--- src/rtl/adc_set_arbiter.sv ---
`default_nettype none
// ============================================================================
// Module   : adc_set_arbiter
// Purpose  : Round-robin scheduler sharing one downstream sample path between
//            three sensor/ADC sets. Each set buffers one {pdata1,pdata0,pixel}
//            word; a registered valid/ready output presents the words tagged
//            with source set and pixel index.
// Ports    : clk_4M                 - system clock (rising edge)
//            reset                  - asynchronous active-low reset
//            set_enable[2:0]        - per-set enable (0 masks the set)
//            si_pulse[2:0]          - per-set SI pulse, clears pixel counter
//            new_data[2:0]          - per-set one-cycle sample strobe
//            pdata0_s0..s2          - channel-0 sample of each set
//            pdata1_s0..s2          - channel-1 sample of each set
//            out_valid/out_ready    - output handshake
//            out_data               - {pdata1, pdata0}
//            out_set                - source set 0..2
//            out_pixel              - pixel index of the word
//            overrun[2:0]           - sticky per-set overrun flags
//            drop_cnt[23:0]         - per-set saturating overrun counters
//                                     (only with ADC_ARB_DROP_CNT_EN defined)
// Options  : ADC_ARB_DROP_CNT_EN    - adds drop_cnt port and counters
// Revision : 1.0 - initial release
// ============================================================================
module adc_set_arbiter #(
  parameter int NUM_PIXELS = 128,
  parameter int PIX_W      = 8,
  parameter int DATA_W     = 12
) (
  input  logic                  clk_4M,
  input  logic                  reset,
  input  logic [2:0]            set_enable,
  input  logic [2:0]            si_pulse,
  input  logic [2:0]            new_data,
  input  logic [DATA_W-1:0]     pdata0_s0,
  input  logic [DATA_W-1:0]     pdata0_s1,
  input  logic [DATA_W-1:0]     pdata0_s2,
  input  logic [DATA_W-1:0]     pdata1_s0,
  input  logic [DATA_W-1:0]     pdata1_s1,
  input  logic [DATA_W-1:0]     pdata1_s2,
  input  logic                  out_ready,
  output logic                  out_valid,
  output logic [2*DATA_W-1:0]   out_data,
  output logic [1:0]            out_set,
  output logic [PIX_W-1:0]      out_pixel,
`ifdef ADC_ARB_DROP_CNT_EN
  output logic [23:0]           drop_cnt,
`endif
  output logic [2:0]            overrun
);

  localparam logic [PIX_W-1:0] c_last_pix = PIX_W'(NUM_PIXELS - 1);

  // Next set in round-robin order, k steps after base (base is 0..2).
  function automatic logic [1:0] f_rr(input logic [1:0] base, input int k);
    int s;
    s = (int'(base) + k) % 3;
    return s[1:0];
  endfunction

  // Per-set state
  logic [DATA_W-1:0] r_hold_d0  [3];
  logic [DATA_W-1:0] r_hold_d1  [3];
  logic [PIX_W-1:0]  r_hold_pix [3];
  logic [PIX_W-1:0]  r_cnt      [3];
  logic [2:0]        r_pending;
  logic [1:0]        r_last_grant;

  // Input samples gathered into arrays for indexed access
  logic [DATA_W-1:0] w_pd0 [3];
  logic [DATA_W-1:0] w_pd1 [3];
  assign w_pd0[0] = pdata0_s0;
  assign w_pd0[1] = pdata0_s1;
  assign w_pd0[2] = pdata0_s2;
  assign w_pd1[0] = pdata1_s0;
  assign w_pd1[1] = pdata1_s1;
  assign w_pd1[2] = pdata1_s2;

  logic [2:0] w_capture;
  logic [2:0] w_req;
  logic       w_load_ok;
  logic       w_grant_any;
  logic [1:0] w_grant_idx;
  logic       w_grant;
  logic [2:0] w_grant_vec;
  logic [2:0] w_overrun_ev;

  assign w_capture = new_data & set_enable;
  // A disabled set never competes, even in the cycle its pending bit clears.
  assign w_req     = r_pending & set_enable;
  assign w_load_ok = ~out_valid | out_ready;

  // Scan from the farthest candidate down to last_grant+1 so the nearest
  // pending set overrides the others.
  always_comb begin
    w_grant_any = 1'b0;
    w_grant_idx = 2'd0;
    for (int k = 3; k >= 1; k--) begin
      if (w_req[f_rr(r_last_grant, k)]) begin
        w_grant_any = 1'b1;
        w_grant_idx = f_rr(r_last_grant, k);
      end
    end
  end

  assign w_grant     = w_load_ok & w_grant_any;
  assign w_grant_vec = w_grant ? (3'b001 << w_grant_idx) : 3'b000;
  // A capture into the set being granted this cycle is not an overrun: the
  // old word leaves while the new one takes its place.
  assign w_overrun_ev = w_capture & r_pending & ~w_grant_vec;

  always_ff @(posedge clk_4M or negedge reset) begin
    if (!reset) begin
      out_valid    <= 1'b0;
      out_data     <= '0;
      out_set      <= 2'd0;
      out_pixel    <= '0;
      overrun      <= 3'b000;
      r_pending    <= 3'b000;
      r_last_grant <= 2'd2;
      for (int i = 0; i < 3; i++) begin
        r_hold_d0[i]  <= '0;
        r_hold_d1[i]  <= '0;
        r_hold_pix[i] <= '0;
        r_cnt[i]      <= '0;
      end
    end else begin
      // Output register: load a new word or retire the accepted one; the
      // fields stay put while stalled.
      if (w_grant) begin
        out_valid    <= 1'b1;
        out_data     <= {r_hold_d1[w_grant_idx], r_hold_d0[w_grant_idx]};
        out_set      <= w_grant_idx;
        out_pixel    <= r_hold_pix[w_grant_idx];
        r_last_grant <= w_grant_idx;
      end else if (out_ready) begin
        out_valid <= 1'b0;
      end

      for (int i = 0; i < 3; i++) begin
        if (!set_enable[i]) begin
          r_pending[i] <= 1'b0;
        end else if (w_capture[i]) begin
          r_pending[i] <= 1'b1;
        end else if (w_grant_vec[i]) begin
          r_pending[i] <= 1'b0;
        end

        if (w_capture[i]) begin
          r_hold_d0[i]  <= w_pd0[i];
          r_hold_d1[i]  <= w_pd1[i];
          r_hold_pix[i] <= si_pulse[i] ? '0 : r_cnt[i];
        end

        // SI restarts the frame; a coincident sample consumes index 0.
        if (si_pulse[i]) begin
          r_cnt[i] <= w_capture[i] ? PIX_W'(1) : '0;
        end else if (w_capture[i]) begin
          r_cnt[i] <= (r_cnt[i] == c_last_pix) ? '0 : r_cnt[i] + 1'b1;
        end

        if (w_overrun_ev[i]) begin
          overrun[i] <= 1'b1;
        end
      end
    end
  end

`ifdef ADC_ARB_DROP_CNT_EN
  logic [7:0] r_drop [3];

  always_ff @(posedge clk_4M or negedge reset) begin
    if (!reset) begin
      for (int i = 0; i < 3; i++) begin
        r_drop[i] <= 8'd0;
      end
    end else begin
      for (int i = 0; i < 3; i++) begin
        if (w_overrun_ev[i] && (r_drop[i] != 8'hFF)) begin
          r_drop[i] <= r_drop[i] + 8'd1;
        end
      end
    end
  end

  assign drop_cnt = {r_drop[2], r_drop[1], r_drop[0]};
`endif

endmodule
`default_nettype wire

--- config.mk ---
export PLATFORM = sky130hd
export DESIGN_NAME = adc_set_arbiter
export DESIGN_NICKNAME = d
export VERILOG_FILES = /design/src/rtl/adc_set_arbiter.sv
export SDC_FILE = /design/constraint.sdc
export NUM_CORES = 1
export LEC_CHECK = 0
export ABC_AREA = 1
export BUFFER_PORTS_ARGS = -buffer_cell sky130_fd_sc_hd__buf_2
export CAP_MARGIN = 10
export CORE_UTILIZATION = 38
export DETAILED_ROUTE_END_ITERATION = 7
export SYNTH_ARGS = -nofsm -noshare
export SYNTH_HDL_FRONTEND = slang
export SYNTH_SLANG_ARGS = --single-unit
--- constraint.sdc ---
create_clock -name clk_4M -period 4 [get_ports clk_4M]
set_clock_uncertainty 0.1 [all_clocks]
set_input_delay 0.6 -clock clk_4M [delete_from_list [all_inputs] [get_ports clk_4M]]
set_output_delay 0.6 -clock clk_4M [all_outputs]
set_load 0.02 [all_outputs]
Yosys cells after proc, flatten, opt, wreduce, memory -nomap -nowiden. Cells that the tools add are included.

Bits in registers: 163. Bits of input ports: 84. Output and inout bits: 38. Logic and storage cells: 104.

$add $sub $neg: 6. Divide/modulo/power cells: 3. $lt $le $gt $ge: 4. Equality and inequality tests: 6. Shift operators: 1. Muxes and demuxes: 48. Bitwise logic cells: 9. Reductions and logical operators: 4.

Operators with widths (count): 8-bit 2-to-1 mux (14); 32-bit by 3-bit remainder unit with 32-bit output (second input constant) (3); 12-bit binary-select mux with 2-bit select (2); 12-bit 2-to-1 mux (4); 8-bit by 1-bit adder with 8-bit output (second input constant) (3); 8-bit by 7-bit equality test with 1-bit output (second input constant) (3); 1-bit 2-to-1 mux (20); 8-bit binary-select mux with 2-bit select (1); 3-bit AND (4); 2-bit by 3-bit < comparator with 1-bit output (second input constant) (3); 3-bit by 1-bit inequality test with 1-bit output (second input constant) (3); 2-bit nonzero test (4); 2-bit by 2-bit adder with 3-bit output (second input constant) (2); 1-bit binary-select mux with 2-bit select (3); 2-bit 2-to-1 mux (3); 2-bit by 1-bit adder with 3-bit output (second input constant) (1); 3-bit >= comparator (second input constant) (1); 3-bit 2-to-1 mux (1); 2-bit inverter with 3-bit output (1); 3-bit inverter (1); 1-bit by 2-bit left shift with 3-bit output (first input constant) (1); 1-bit AND (1); 1-bit inverter (1); 1-bit bitwise OR (1).

Depth between registers and ports, before layout. Gate-level depths: netlist (run 1).

Depth after elaboration: 12. Gate-level depth with buffers: 14. Gate-level depth less buffers: 13.

Least setup slack after synthesis (run 1). Ideal clock, no wire load.

Path kind: register to register. Start: register r_last_grant[1]. End: register out_data[10]. Library setup time: 0.121 ns. Arrival: 1.748 ns. Data required time: 3.779 ns. Setup slack: 2.031 ns. Cell stages (with the launch flop): 11. Path buffers: 1. Clock period less this slack: 1.969 ns. Cell sequence: dfstp_2 ha_1 inv_2 nand2_1 nand3_1 nand2_1 nand2_1 clkbuf_1 nand3_1 nand3_1 a21oi_1.

Cells in the longest elaborated chain, start to end: 11. Elaborated cells on any way between the ends: 23. Those cells by class: add/sub: 3; div: 3; mux: 15; bitwise: 2.

RTL lines: start, declared (RTL line 67) `logic [1:0] r_last_grant;`; start signal, assigned (RTL line 135) `r_last_grant <= w_grant_idx;`; 2-bit by 2-bit adder with 3-bit output (RTL line 57) `s = (int'(base) + k) % 3;`; 32-bit by 3-bit remainder unit with 32-bit output (RTL line 57); 1-bit binary-select mux with 2-bit select (RTL line 99) `if (w_req[f_rr(r_last_grant, k)]) begin`; 1-bit 2-to-1 mux (implied by the code) (RTL line 99); 2-bit 2-to-1 mux (3 in series) (RTL line 99); 2-bit inverter with 3-bit output (implied by the code) (RTL line 132) `out_data <= {r_hold_d1[w_grant_idx], r_hold_d0[w_grant_idx]};`; 12-bit binary-select mux with 2-bit select (RTL line 132); 12-bit 2-to-1 mux (implied by the code) (2 in series) (RTL line 132); end signal, assigned (RTL line 132); end, declared (RTL line 43) `output logic [2*DATA_W-1:0] out_data,`.

Several ways; a longest one is shown, not always the timed one. The select of a mux whose other input is x is not followed. A chain may end at the register's enable or synchronous reset.

Worst setup path in the final report (run 1).
Start: register r_last_grant[1]. End: register overrun[1].

Cells in the longest elaborated chain, start to end: 11. Elaborated cells on any way between the ends: 23. Those cells by class: add/sub: 3; div: 3; shift: 1; mux: 13; bitwise: 3.

RTL lines: 2-bit by 2-bit adder with 3-bit output (RTL line 57); 32-bit by 3-bit remainder unit with 32-bit output (RTL line 57); 1-bit binary-select mux with 2-bit select (RTL line 99); 1-bit 2-to-1 mux (implied by the code) (RTL line 99); 2-bit 2-to-1 mux or 1-bit 2-to-1 mux (tied branches) (3 in series) (RTL line 99); 1-bit by 2-bit left shift with 3-bit output or 1-bit AND (tied branches) (RTL line 107, 106); 3-bit 2-to-1 mux (*) (RTL line 107) `assign w_grant_vec = w_grant ? (3'b001 << w_grant_idx) : 3'b000;`; 3-bit inverter (*) (RTL line 110) `assign w_overrun_ev = w_capture & r_pending & ~w_grant_vec;`; 3-bit AND (*) (RTL line 110); end signal, assigned (RTL line 118) `overrun <= 3'b000;`; end signal, assigned by index (RTL line 163) `overrun[i] <= 1'b1;`; end, declared (RTL line 49) `output logic [2:0] overrun`.

Every way passes the cells marked *; elsewhere a longest branch is shown, timed or not. The select of a mux whose other input is x is not followed.

==> report_table.html, run 1 <==
<table>
<tr><th>Metric</th><th>Value</th></tr>
<tr><th colspan="2">Run status</th></tr>
<tr><td>Status</td><td>finished clean</td></tr>
<tr><th colspan="2">CTS</th></tr>
<tr><td>CTS Sinks</td><td>162</td></tr>
<tr><td>Depth of the CTS H-tree</td><td>4</td></tr>
<tr><td>Setup Buffers After CTS</td><td>0</td></tr>
<tr><td>Post-cts hold buffer count</td><td>0</td></tr>
<tr><td>Cts repair resizes</td><td>0</td></tr>
<tr><td>TritonCTS Buffers</td><td>17</td></tr>
<tr><td>CTS Buffer Depth</td><td>2</td></tr>
<tr><td>Worst-path clk slew</td><td>0.06 ns</td></tr>
<tr><td>CTS tree</td><td>built</td></tr>
<tr><td>Clock latency reported for the late side of the worst-skew pair</td><td>0.43 ns</td></tr>
<tr><td>Buffer type at the clock tree root</td><td>sky130_fd_sc_hd__clkbuf_16</td></tr>
<tr><th colspan="2">Die</th></tr>
<tr><td>Horizontal extent of the die</td><td>142 microns</td></tr>
<tr><td>Floorplan die area</td><td>20200 sq um</td></tr>
<tr><td>Initial Util</td><td>0.394</td></tr>
<tr><td>Row cnt</td><td>50</td></tr>
<tr><td>Core footprint</td><td>19000 sq um</td></tr>
<tr><td>Die Y-Extent</td><td>142 microns</td></tr>
<tr><td>Number of top-level design ports</td><td>122</td></tr>
<tr><th colspan="2">STA</th></tr>
<tr><td>F_max</td><td>357 MHz</td></tr>
<tr><td>RSZ-0062 raised after global routing</td><td>no</td></tr>
<tr><td>Transition time at the pin with the least slew margin</td><td>0.693 ns</td></tr>
<tr><td>Number of setup violations in the final report</td><td>0</td></tr>
<tr><td>Number of endpoints with negative hold slack in the final report</td><td>0</td></tr>
<tr><td>Final-report max-slew violation count</td><td>0</td></tr>
<tr><td>Time the final worst path needs with I/O delays and setup</td><td>2.80 ns</td></tr>
<tr><td>Post-route setup TNS</td><td>0 ns</td></tr>
<tr><td>Rel. slew slack</td><td>0.537</td></tr>
<tr><td>Final setup margin</td><td>1.20 ns</td></tr>
<tr><td>Period utilisation layout</td><td>0.699</td></tr>
<tr><th colspan="2">Power and ir drop</th></tr>
<tr><td>Total Power Consumption</td><td>6.51 mW</td></tr>
<tr><td>Worst vdd rail ir drop</td><td>430 uV</td></tr>
<tr><td>Leakage power figure</td><td>4.56 nW</td></tr>
<tr><td>Power density over cell area</td><td>733 nW/um^2</td></tr>
<tr><th colspan="2">Drt</th></tr>
<tr><td>Routed length on met1</td><td>9.49 mm</td></tr>
<tr><td>Detail Route met2 WL</td><td>8.14 mm</td></tr>
<tr><td>Average wire per cell in the routed design</td><td>14.2 microns</td></tr>
<tr><td>Wirelength, routed</td><td>18.6 mm</td></tr>
<tr><td>Drt first-iter violations</td><td>483</td></tr>
<tr><td>Remaining DRCs</td><td>0</td></tr>
<tr><td>Detail Route met3 WL</td><td>810 microns</td></tr>
<tr><td>Via count</td><td>6142</td></tr>
<tr><td>Highest layer used for signal routing</td><td>met4</td></tr>
<tr><td>1st-pass router iterations</td><td>7</td></tr>
<tr><td>Average vias per placed instance</td><td>4.67</td></tr>
<tr><td>Post-detailed-route count of antenna-violating nets</td><td>0</td></tr>
<tr><th colspan="2">Worst setup path</th></tr>
<tr><td>Startpoint types</td><td>flop</td></tr>
<tr><td>Setup Crit Path Kind</td><td>reg -&gt; reg</td></tr>
<tr><td>Crit path arrival time</td><td>3.01 ns</td></tr>
<tr><td>Worst Path Required</td><td>4.22 ns</td></tr>
<tr><td>Setup slack of the worst register-to-register path</td><td>1.20 ns</td></tr>
<tr><td>Worst reg2reg startpoint</td><td>r_last_grant[1]$_DFFE_PN1P_</td></tr>
<tr><td>Crit Path Max Fanout</td><td>20</td></tr>
<tr><td>Startpoint of the worst setup timing path</td><td>r_last_grant[1]$_DFFE_PN1P_</td></tr>
<tr><td>Nature of the critical path endpoint</td><td>flop</td></tr>
<tr><th colspan="2">Global route</th></tr>
<tr><td>Antenna violations before repair</td><td>0</td></tr>
<tr><td>Wire length of the first global-routing pass</td><td>29.7 mm</td></tr>
<tr><td>Overall track demand over capacity in global routing</td><td>0.194</td></tr>
<tr><td>Total gr overflow</td><td>0</td></tr>
<tr><td>Pin count of the biggest net entering global routing</td><td>74</td></tr>
<tr><td>Number of global-route vias before repair</td><td>5640</td></tr>
<tr><th colspan="2">Finish</th></tr>
<tr><td>Antenna diode count</td><td>0</td></tr>
<tr><td>Area growth syn-to-layout</td><td>18.9%</td></tr>
<tr><td>Net count reported at finish</td><td>1130</td></tr>
<tr><td>Fraction of layout instances using a drive strength above 1</td><td>0.166</td></tr>
<tr><td>Count of filler cells inserted in the layout</td><td>1921</td></tr>
<tr><td>Util after Layout</td><td>0.469</td></tr>
<tr><td>Non-Filler Cell Area, Final</td><td>8880 sq um</td></tr>
<tr><th colspan="2">Logic synthesis</th></tr>
<tr><td>Number of distinct library cells after synthesis</td><td>34</td></tr>
<tr><td>Cell area after synthesis</td><td>7470 sq um</td></tr>
<tr><td>Synthesized netlist net count</td><td>1027</td></tr>
<tr><td>Yosys warning count</td><td>0</td></tr>
<tr><td>Cell count after synthesis</td><td>938</td></tr>
<tr><td>Synthesized area per cell</td><td>7.96 sq um</td></tr>
<tr><td>Fraction of the yosys area taken by sequential cells</td><td>0.543</td></tr>
<tr><td>#FFs+latches synth</td><td>162</td></tr>
<tr><th colspan="2">Placed design</th></tr>
<tr><td>Last weighted congestion value of the routability-driven placer</td><td>0.818</td></tr>
<tr><td>Number of buffers added on ports</td><td>121</td></tr>
<tr><td>Sum of net half-perimeters after detailed placement</td><td>13.2 mm</td></tr>
<tr><td>Worst Setup Slack post-DPL</td><td>1.17 ns</td></tr>
<tr><td>Post-place instance area</td><td>8270 sq um</td></tr>
<tr><th colspan="2">Job</th></tr>
<tr><td>MaxCap Viol Count</td><td>0</td></tr>
<tr><th colspan="2">Worst hold path</th></tr>
<tr><td>Kind of path behind the tightest hold check</td><td>in -&gt; async</td></tr>
</table>
-- critical path: stages (launching register included) --
cell and delay [ns]:
sky130_fd_sc_hd__dfstp_2 0.53, sky130_fd_sc_hd__ha_1 0.25, sky130_fd_sc_hd__inv_2 0.10, sky130_fd_sc_hd__nand2_1 0.07
sky130_fd_sc_hd__nand3_1 0.10, sky130_fd_sc_hd__nand2_1 0.10, sky130_fd_sc_hd__nand2_1 0.43, sky130_fd_sc_hd__nand2_2 0.33
sky130_fd_sc_hd__inv_2 0.35, sky130_fd_sc_hd__nand2_1 0.15, sky130_fd_sc_hd__nand3_1 0.09, sky130_fd_sc_hd__nand2_1 0.07
-- cell usage in the layout (no fill, tap or decap), types with 17 or more instances in the layout --
cell type / n
sky130_fd_sc_hd__inv_1: 129
sky130_fd_sc_hd__clkbuf_16: 17
sky130_fd_sc_hd__a21oi_1: 33
sky130_fd_sc_hd__nor2_1: 64
sky130_fd_sc_hd__buf_2: 120
sky130_fd_sc_hd__dfrtp_1: 161
sky130_fd_sc_hd__nand4_1: 19
sky130_fd_sc_hd__nand3_1: 83
sky130_fd_sc_hd__o21ai_0: 96
sky130_fd_sc_hd__nand2_1: 260
-- synthesized netlist by cell type --
library cell | number | area [sq um]
sky130_fd_sc_hd__buf_6 | 1 | 11.3
sky130_fd_sc_hd__and3b_1 | 1 | 8.76
sky130_fd_sc_hd__nand4_1 | 19 | 119
sky130_fd_sc_hd__and3_1 | 1 | 6.26
sky130_fd_sc_hd__ha_1 | 5 | 62.6
sky130_fd_sc_hd__o211ai_1 | 1 | 7.51
sky130_fd_sc_hd__nand3_2 | 1 | 10.0
sky130_fd_sc_hd__nand3_1 | 83 | 415
sky130_fd_sc_hd__nand2_4 | 1 | 11.3
sky130_fd_sc_hd__nor2_1 | 64 | 240
sky130_fd_sc_hd__buf_2 | 10 | 50.1
sky130_fd_sc_hd__xor2_1 | 1 | 8.76
sky130_fd_sc_hd__o31ai_1 | 3 | 22.5
sky130_fd_sc_hd__o21ai_4 | 1 | 16.3
sky130_fd_sc_hd__nand2_1 | 260 | 976
sky130_fd_sc_hd__nand2_2 | 3 | 18.8
sky130_fd_sc_hd__inv_2 | 7 | 26.3
sky130_fd_sc_hd__buf_1 | 4 | 15.0
sky130_fd_sc_hd__o21bai_1 | 4 | 30.0
sky130_fd_sc_hd__nor3_1 | 7 | 35.0
sky130_fd_sc_hd__buf_4 | 4 | 30.0
sky130_fd_sc_hd__dfstp_2 | 1 | 26.3
sky130_fd_sc_hd__nor4_1 | 1 | 6.26
sky130_fd_sc_hd__a31oi_1 | 2 | 12.5
sky130_fd_sc_hd__inv_1 | 131 | 492
sky130_fd_sc_hd__nor2_2 | 1 | 6.26
sky130_fd_sc_hd__o21ai_1 | 3 | 15.0
sky130_fd_sc_hd__a21oi_1 | 33 | 165
sky130_fd_sc_hd__o21ai_0 | 96 | 480
sky130_fd_sc_hd__xnor2_1 | 1 | 8.76
sky130_fd_sc_hd__o22ai_1 | 1 | 6.26
sky130_fd_sc_hd__a22oi_1 | 1 | 7.51
sky130_fd_sc_hd__clkbuf_1 | 25 | 93.8
sky130_fd_sc_hd__dfrtp_1 | 161 | 4030
-- metrics by stage --
stage | std cells | hold slack [ns]
3_5_place_dp | 1282 | 0.374
6_report | 1314 | 0.0328
5_1_grt | 1314 | 0.0593
3_3_place_gp | 1282 | 0.369
4_1_cts | 1314 | 0.0449
2_1_floorplan | 938 | 0.204
-- flip-flops by register name (all words and copies together), names as in the netlist, 3 cells and up --
signal / cells
out_data: 24
out_pixel: 8
overrun: 3
r_cnt: 24
r_hold_d0: 36
r_hold_d1: 36
r_hold_pix: 24
r_pending: 3
-- cells by family after synthesis --
group	after synthesis	share of synthesized area
flops	162	0.543
compound gates	145	0.102
fa+ha+maj	5	0.00838
simple gates	442	0.248
buf+inv	182	0.0961
xor+xnor	2	0.00235
-- power breakdown --
| part | switching (mW) | internal, mW | total [mW] |
|---|---|---|---|
| Combinational | 1.89 | 0.792 | 2.69 |
| Sequential | 0.170 | 1.97 | 2.14 |
| Clock | 0.671 | 1.02 | 1.69 |
| Total | 2.74 | 3.77 | 6.51 |
-- area by class of cell --
cell class              instances  area, sq um  area share
flip-flops and latches        162         4060       0.456
multi-input cells             594         2700       0.304
repair buffers                128          677      0.0762
inverters                     138          518      0.0583
clock buffers                  20          457      0.0514
well taps                     260          325      0.0366
clock inverters                12          155      0.0175
-- metal layers --
| layer | GRT usage | vias to the layer above |
|---|---|---|
| li1 | - | 3165 |
| met1 | 0.299 | 2838 |
| met2 | 0.264 | 124 |
| met5 | 0 | - |
| met3 | 0.0488 | 15 |
| met4 | 0.0549 | 0 |
-- path summary, 6_finish.rpt --
path,to,depth (start not counted)
setup reg to reg,overrun[1]$_DFFE_PN0P_,11
hold reg to reg,r_hold_d1[1]$_DFFE_PN0P_,2
setup / recovery,overrun[1]$_DFFE_PN0P_,11
hold / removal,r_hold_d1[10]$_DFFE_PN0P_,1
max in group asynchronous,out_data[23]$_DFFE_PN0P_,2
min in group clk_4M,r_hold_d0[0]$_DFFE_PN0P_,3
Note: power is estimated with default switching activity, not from simulation.
==> run 2: changes to the inputs <==
ABC_AREA = 0   (was 1)
clock period = 2.5 ns   (was 4 ns; I/O delays follow)
==> run 2 against run 1 <==
Combinational power grew 6%; utilization is essentially flat; final cell count shrank 12%; fmax grew 18%; critical path type unchanged; flip-flop and latch count is the same; critical endpoint is now r_pending[0]$_DFFE_PN0P_; routed wire length grew 8.1%; hold slack lost 0.0041 ns.
==> report_table.html, run 2 <==
<table>
<tr><th>Metric</th><th>Value</th></tr>
<tr><th colspan="2">Worst setup path</th></tr>
<tr><td>Worst reg2reg path depth</td><td>7</td></tr>
<tr><td>Ordered list of cells on the worst path</td><td>ha_2 &gt; nor2_1 &gt; buf_4 &gt; a2111oi_4 &gt; buf_12 &gt; nor4b_1 &gt; o21ai_0</td></tr>
<tr><td>Slowest stage cell, crit path</td><td>sky130_fd_sc_hd__dfstp_2</td></tr>
<tr><td>Crit Path Max Fanout</td><td>33</td></tr>
<tr><td>Cell class contributing the biggest share of worst-path delay</td><td>simple AND/OR/NAND/NOR gates</td></tr>
<tr><td>Startpoint of the worst setup timing path</td><td>r_last_grant[1]$_DFFE_PN1P_</td></tr>
<tr><td>Setup Crit Path Kind</td><td>reg -&gt; reg</td></tr>
<tr><td>Worst Path Required</td><td>2.68 ns</td></tr>
<tr><td>Worst reg2reg startpoint</td><td>r_last_grant[1]$_DFFE_PN1P_</td></tr>
<tr><td>Crit path arrival time</td><td>2.55 ns</td></tr>
<tr><td>Capturing point of the worst reg2reg path</td><td>r_pending[0]$_DFFE_PN0P_</td></tr>
<tr><td>Nature of the critical path endpoint</td><td>flop</td></tr>
<tr><td>CP bufs+invs</td><td>2</td></tr>
<tr><td>Number of logic stages on the critical path including buffering</td><td>7</td></tr>
<tr><td>Largest stage delay, worst path</td><td>0.54 ns</td></tr>
<tr><td>End point of the critical path</td><td>r_pending[0]$_DFFE_PN0P_</td></tr>
<tr><td>Setup slack of the worst register-to-register path</td><td>0.13 ns</td></tr>
<tr><td>Startpoint types</td><td>flop</td></tr>
<tr><th colspan="2">CTS</th></tr>
<tr><td>CTS Buffer Depth</td><td>2</td></tr>
<tr><td>Worst-path clk slew</td><td>0.07 ns</td></tr>
<tr><td>Clock latency reported for the late side of the worst-skew pair</td><td>0.43 ns</td></tr>
<tr><td>TritonCTS Buffers</td><td>17</td></tr>
<tr><td>Buffer type at the clock tree root</td><td>sky130_fd_sc_hd__clkbuf_16</td></tr>
<tr><td>CTS Sinks</td><td>162</td></tr>
<tr><td>CTS tree</td><td>built</td></tr>
<tr><td>Depth of the CTS H-tree</td><td>4</td></tr>
<tr><td>Setup Buffers After CTS</td><td>0</td></tr>
<tr><th colspan="2">Global route</th></tr>
<tr><td>Antenna violations before repair</td><td>0</td></tr>
<tr><td>Overall track demand over capacity in global routing</td><td>0.207</td></tr>
<tr><td>Number of global-route vias before repair</td><td>5834</td></tr>
<tr><td>Total gr overflow</td><td>0</td></tr>
<tr><td>Wire length of the first global-routing pass</td><td>32.1 mm</td></tr>
<tr><td>Pin count of the biggest net entering global routing</td><td>64</td></tr>
<tr><th colspan="2">Finish</th></tr>
<tr><td>Commonest cells after routing, fill and taps aside</td><td>sky130_fd_sc_hd__nand2_1, sky130_fd_sc_hd__dfrtp_1, sky130_fd_sc_hd__buf_2</td></tr>
<tr><td>Leading cell type in the layout, fill and taps excluded</td><td>sky130_fd_sc_hd__nand2_1</td></tr>
<tr><td>Fraction of layout instances using a drive strength above 1</td><td>0.307</td></tr>
<tr><td>Registers with the most flip-flops</td><td>r_hold_d0 (36), r_hold_d1 (36)</td></tr>
<tr><td>Final instance count without filler cells</td><td>1157</td></tr>
<tr><td>Net count reported at finish</td><td>968</td></tr>
<tr><td>Area growth syn-to-layout</td><td>20.3%</td></tr>
<tr><td>Antenna diode count</td><td>0</td></tr>
<tr><td>Non-Filler Cell Area, Final</td><td>9160 sq um</td></tr>
<tr><td>Util after Layout</td><td>0.469</td></tr>
<tr><th colspan="2">Logic synthesis</th></tr>
<tr><td>Top cells by area in the synthesized netlist</td><td>sky130_fd_sc_hd__dfrtp_1, sky130_fd_sc_hd__nand2_1, sky130_fd_sc_hd__o31ai_2</td></tr>
<tr><td>Fraction of the yosys area taken by sequential cells</td><td>0.533</td></tr>
<tr><td>Cell count after synthesis</td><td>766</td></tr>
<tr><td>Predominant post-synthesis flop cell</td><td>sky130_fd_sc_hd__dfrtp_1</td></tr>
<tr><td>Post-synth top area cell</td><td>sky130_fd_sc_hd__dfrtp_1</td></tr>
<tr><td>Top cell type's share of synthesized area</td><td>0.529</td></tr>
<tr><td>Top cell types by occurrence after synthesis</td><td>sky130_fd_sc_hd__nand2_1, sky130_fd_sc_hd__dfrtp_1, sky130_fd_sc_hd__nor2_1, sky130_fd_sc_hd__o21ai_0, sky130_fd_sc_hd__a21oi_1</td></tr>
<tr><td>Synthesized area per cell</td><td>9.93 sq um</td></tr>
<tr><td>#FFs+latches synth</td><td>162</td></tr>
<tr><td>Most numerous cell in the Yosys netlist</td><td>sky130_fd_sc_hd__nand2_1</td></tr>
<tr><td>Share of synthesized registers carrying an async set or reset</td><td>1.00</td></tr>
<tr><td>Synthesized netlist net count</td><td>855</td></tr>
<tr><td>Number of distinct library cells after synthesis</td><td>50</td></tr>
<tr><td>Cell area after synthesis</td><td>7610 sq um</td></tr>
<tr><td>Yosys warning count</td><td>0</td></tr>
<tr><td>Count of flip-flops with a built-in enable after synthesis</td><td>0</td></tr>
<tr><th colspan="2">Power and ir drop</th></tr>
<tr><td>Power density over cell area</td><td>962 nW/um^2</td></tr>
<tr><td>Leakage power figure</td><td>4.48 nW</td></tr>
<tr><td>Worst vdd rail ir drop</td><td>499 uV</td></tr>
<tr><th colspan="2">Placed design</th></tr>
<tr><td>Number of buffers added on ports</td><td>121</td></tr>
<tr><td>Sum of net half-perimeters after detailed placement</td><td>14.0 mm</td></tr>
<tr><td>Last weighted congestion value of the routability-driven placer</td><td>0.788</td></tr>
<tr><td>Post-place instance area</td><td>8550 sq um</td></tr>
<tr><td>Cell count after placement</td><td>1124</td></tr>
<tr><th colspan="2">STA</th></tr>
<tr><td>Post-route setup TNS</td><td>0 ns</td></tr>
<tr><td>Number of setup violations in the final report</td><td>0</td></tr>
<tr><td>Transition time at the pin with the least slew margin</td><td>0.705 ns</td></tr>
<tr><td>Final-report max-slew violation count</td><td>0</td></tr>
<tr><td>F_max</td><td>422 MHz</td></tr>
<tr><td>Time the final worst path needs with I/O delays and setup</td><td>2.37 ns</td></tr>
<tr><td>Worst hold slack after final layout</td><td>0.0287 ns</td></tr>
<tr><td>Rel. slew slack</td><td>0.529</td></tr>
<tr><td>Number of endpoints with negative hold slack in the final report</td><td>0</td></tr>
<tr><td>Period utilisation layout</td><td>0.949</td></tr>
<tr><th colspan="2">Die</th></tr>
<tr><td>Floorplan die area</td><td>20600 sq um</td></tr>
<tr><td>Row cnt</td><td>51</td></tr>
<tr><td>Die Y-Extent</td><td>144 microns</td></tr>
<tr><td>Core footprint</td><td>19500 sq um</td></tr>
<tr><td>Initial Util</td><td>0.390</td></tr>
<tr><td>Number of top-level design ports</td><td>122</td></tr>
<tr><td>Horizontal extent of the die</td><td>144 microns</td></tr>
<tr><th colspan="2">Job</th></tr>
<tr><td>MaxCap Viol Count</td><td>0</td></tr>
<tr><th colspan="2">Drt</th></tr>
<tr><td>Average vias per placed instance</td><td>5.14</td></tr>
<tr><td>1st-pass router iterations</td><td>5</td></tr>
<tr><td>Drt first-iter violations</td><td>426</td></tr>
<tr><td>Post-detailed-route count of antenna-violating nets</td><td>0</td></tr>
<tr><td>Wirelength, routed</td><td>20.1 mm</td></tr>
<tr><td>Remaining DRCs</td><td>0</td></tr>
<tr><td>Via count</td><td>5950</td></tr>
<tr><td>Average wire per cell in the routed design</td><td>17.4 microns</td></tr>
<tr><th colspan="2">Worst hold path</th></tr>
<tr><td>Kind of path behind the tightest hold check</td><td>in -&gt; reg</td></tr>
<tr><th colspan="2">Run status</th></tr>
<tr><td>Status</td><td>finished clean</td></tr>
</table>
-- run 2: repair_timing --
action | CTS | global route
setup endpoints to repair | 0 | 25
hold endpoints to repair | 39 | 0
hold buffers | 1 | 0
resized for setup | 0 | 5
-- run 2: area by class of cell --
cell class,count,area [sq um]
sequential,162,4060
multi-input combinational,546,3280
inverter,4,15.0
fill,1914,10400
tap,265,332
clock buffer,20,457
timing repair buffer,148,896
clock inverter,12,120
-- run 2: routing by layer --
metal  share of wire  global-route usage  vias up
li1                -                   -     2887
met1            0.49               0.298     2889
met2            0.44               0.312      160
met3           0.051              0.0403       14
met4           0.018              0.0622        0
met5               0                   0        -
-- run 2: metrics by stage --
stage / worst slack [ns] / power, mW
finish: 0.128 / 8.81
global route: -0.00991 / 9.26
CTS: 0.0611 / 8.85
detailed placement: 0.0751 / 6.26
global placement: 0.142 / 6.22
floorplan: 0.214 / 5.27
-- run 2: where the power goes --
| group | switching, mW | leakage [nW] | internal, mW |
|---|---|---|---|
| clock | 1.13 | 0.284 | 1.45 |
| combinational | 1.74 | 2.14 | 1.10 |
| sequential | 0.320 | 2.06 | 3.07 |
-- run 2: worst min-delay path by stage --
stage                     depth (start not counted)                        end  slack, ns           from
after floorplan                                   0    out_data[0]$_DFFE_PN0P_      -0.02          reset
after global placement                            1  r_hold_d0[25]$_DFFE_PN0P_       0.23          reset
after detailed placement                          1  r_hold_d0[19]$_DFFE_PN0P_       0.23          reset
after CTS                                         3   r_hold_d1[6]$_DFFE_PN0P_       0.02   pdata1_s2[6]
after global routing                              3  r_hold_d0[10]$_DFFE_PN0P_       0.03  pdata0_s2[10]
final                                             3   r_hold_d1[9]$_DFFE_PN0P_       0.03   pdata1_s2[9]
-- run 2: cell families (layout without fill, tap and decap cells) --
kind of cell,after synthesis,after routing,synth area share
buffers and inverters,58,184,0.0378
and+or+nand+nor,317,317,0.179
adders and majority gates,5,5,0.00822
muxes,25,25,0.0368
AOI/OAI and AO/OA,186,186,0.190
xor gates and xnor gates,13,13,0.0150
DFF,162,162,0.533
-- run 2: worst register-to-register path, cell delays in order (launching register included) --
cell	delay, ns
sky130_fd_sc_hd__dfstp_2	0.54
sky130_fd_sc_hd__ha_2	0.30
sky130_fd_sc_hd__nor2_1	0.19
sky130_fd_sc_hd__buf_4	0.16
sky130_fd_sc_hd__a2111oi_4	0.07
sky130_fd_sc_hd__buf_12	0.18
sky130_fd_sc_hd__nor4b_1	0.52
sky130_fd_sc_hd__o21ai_0	0.16
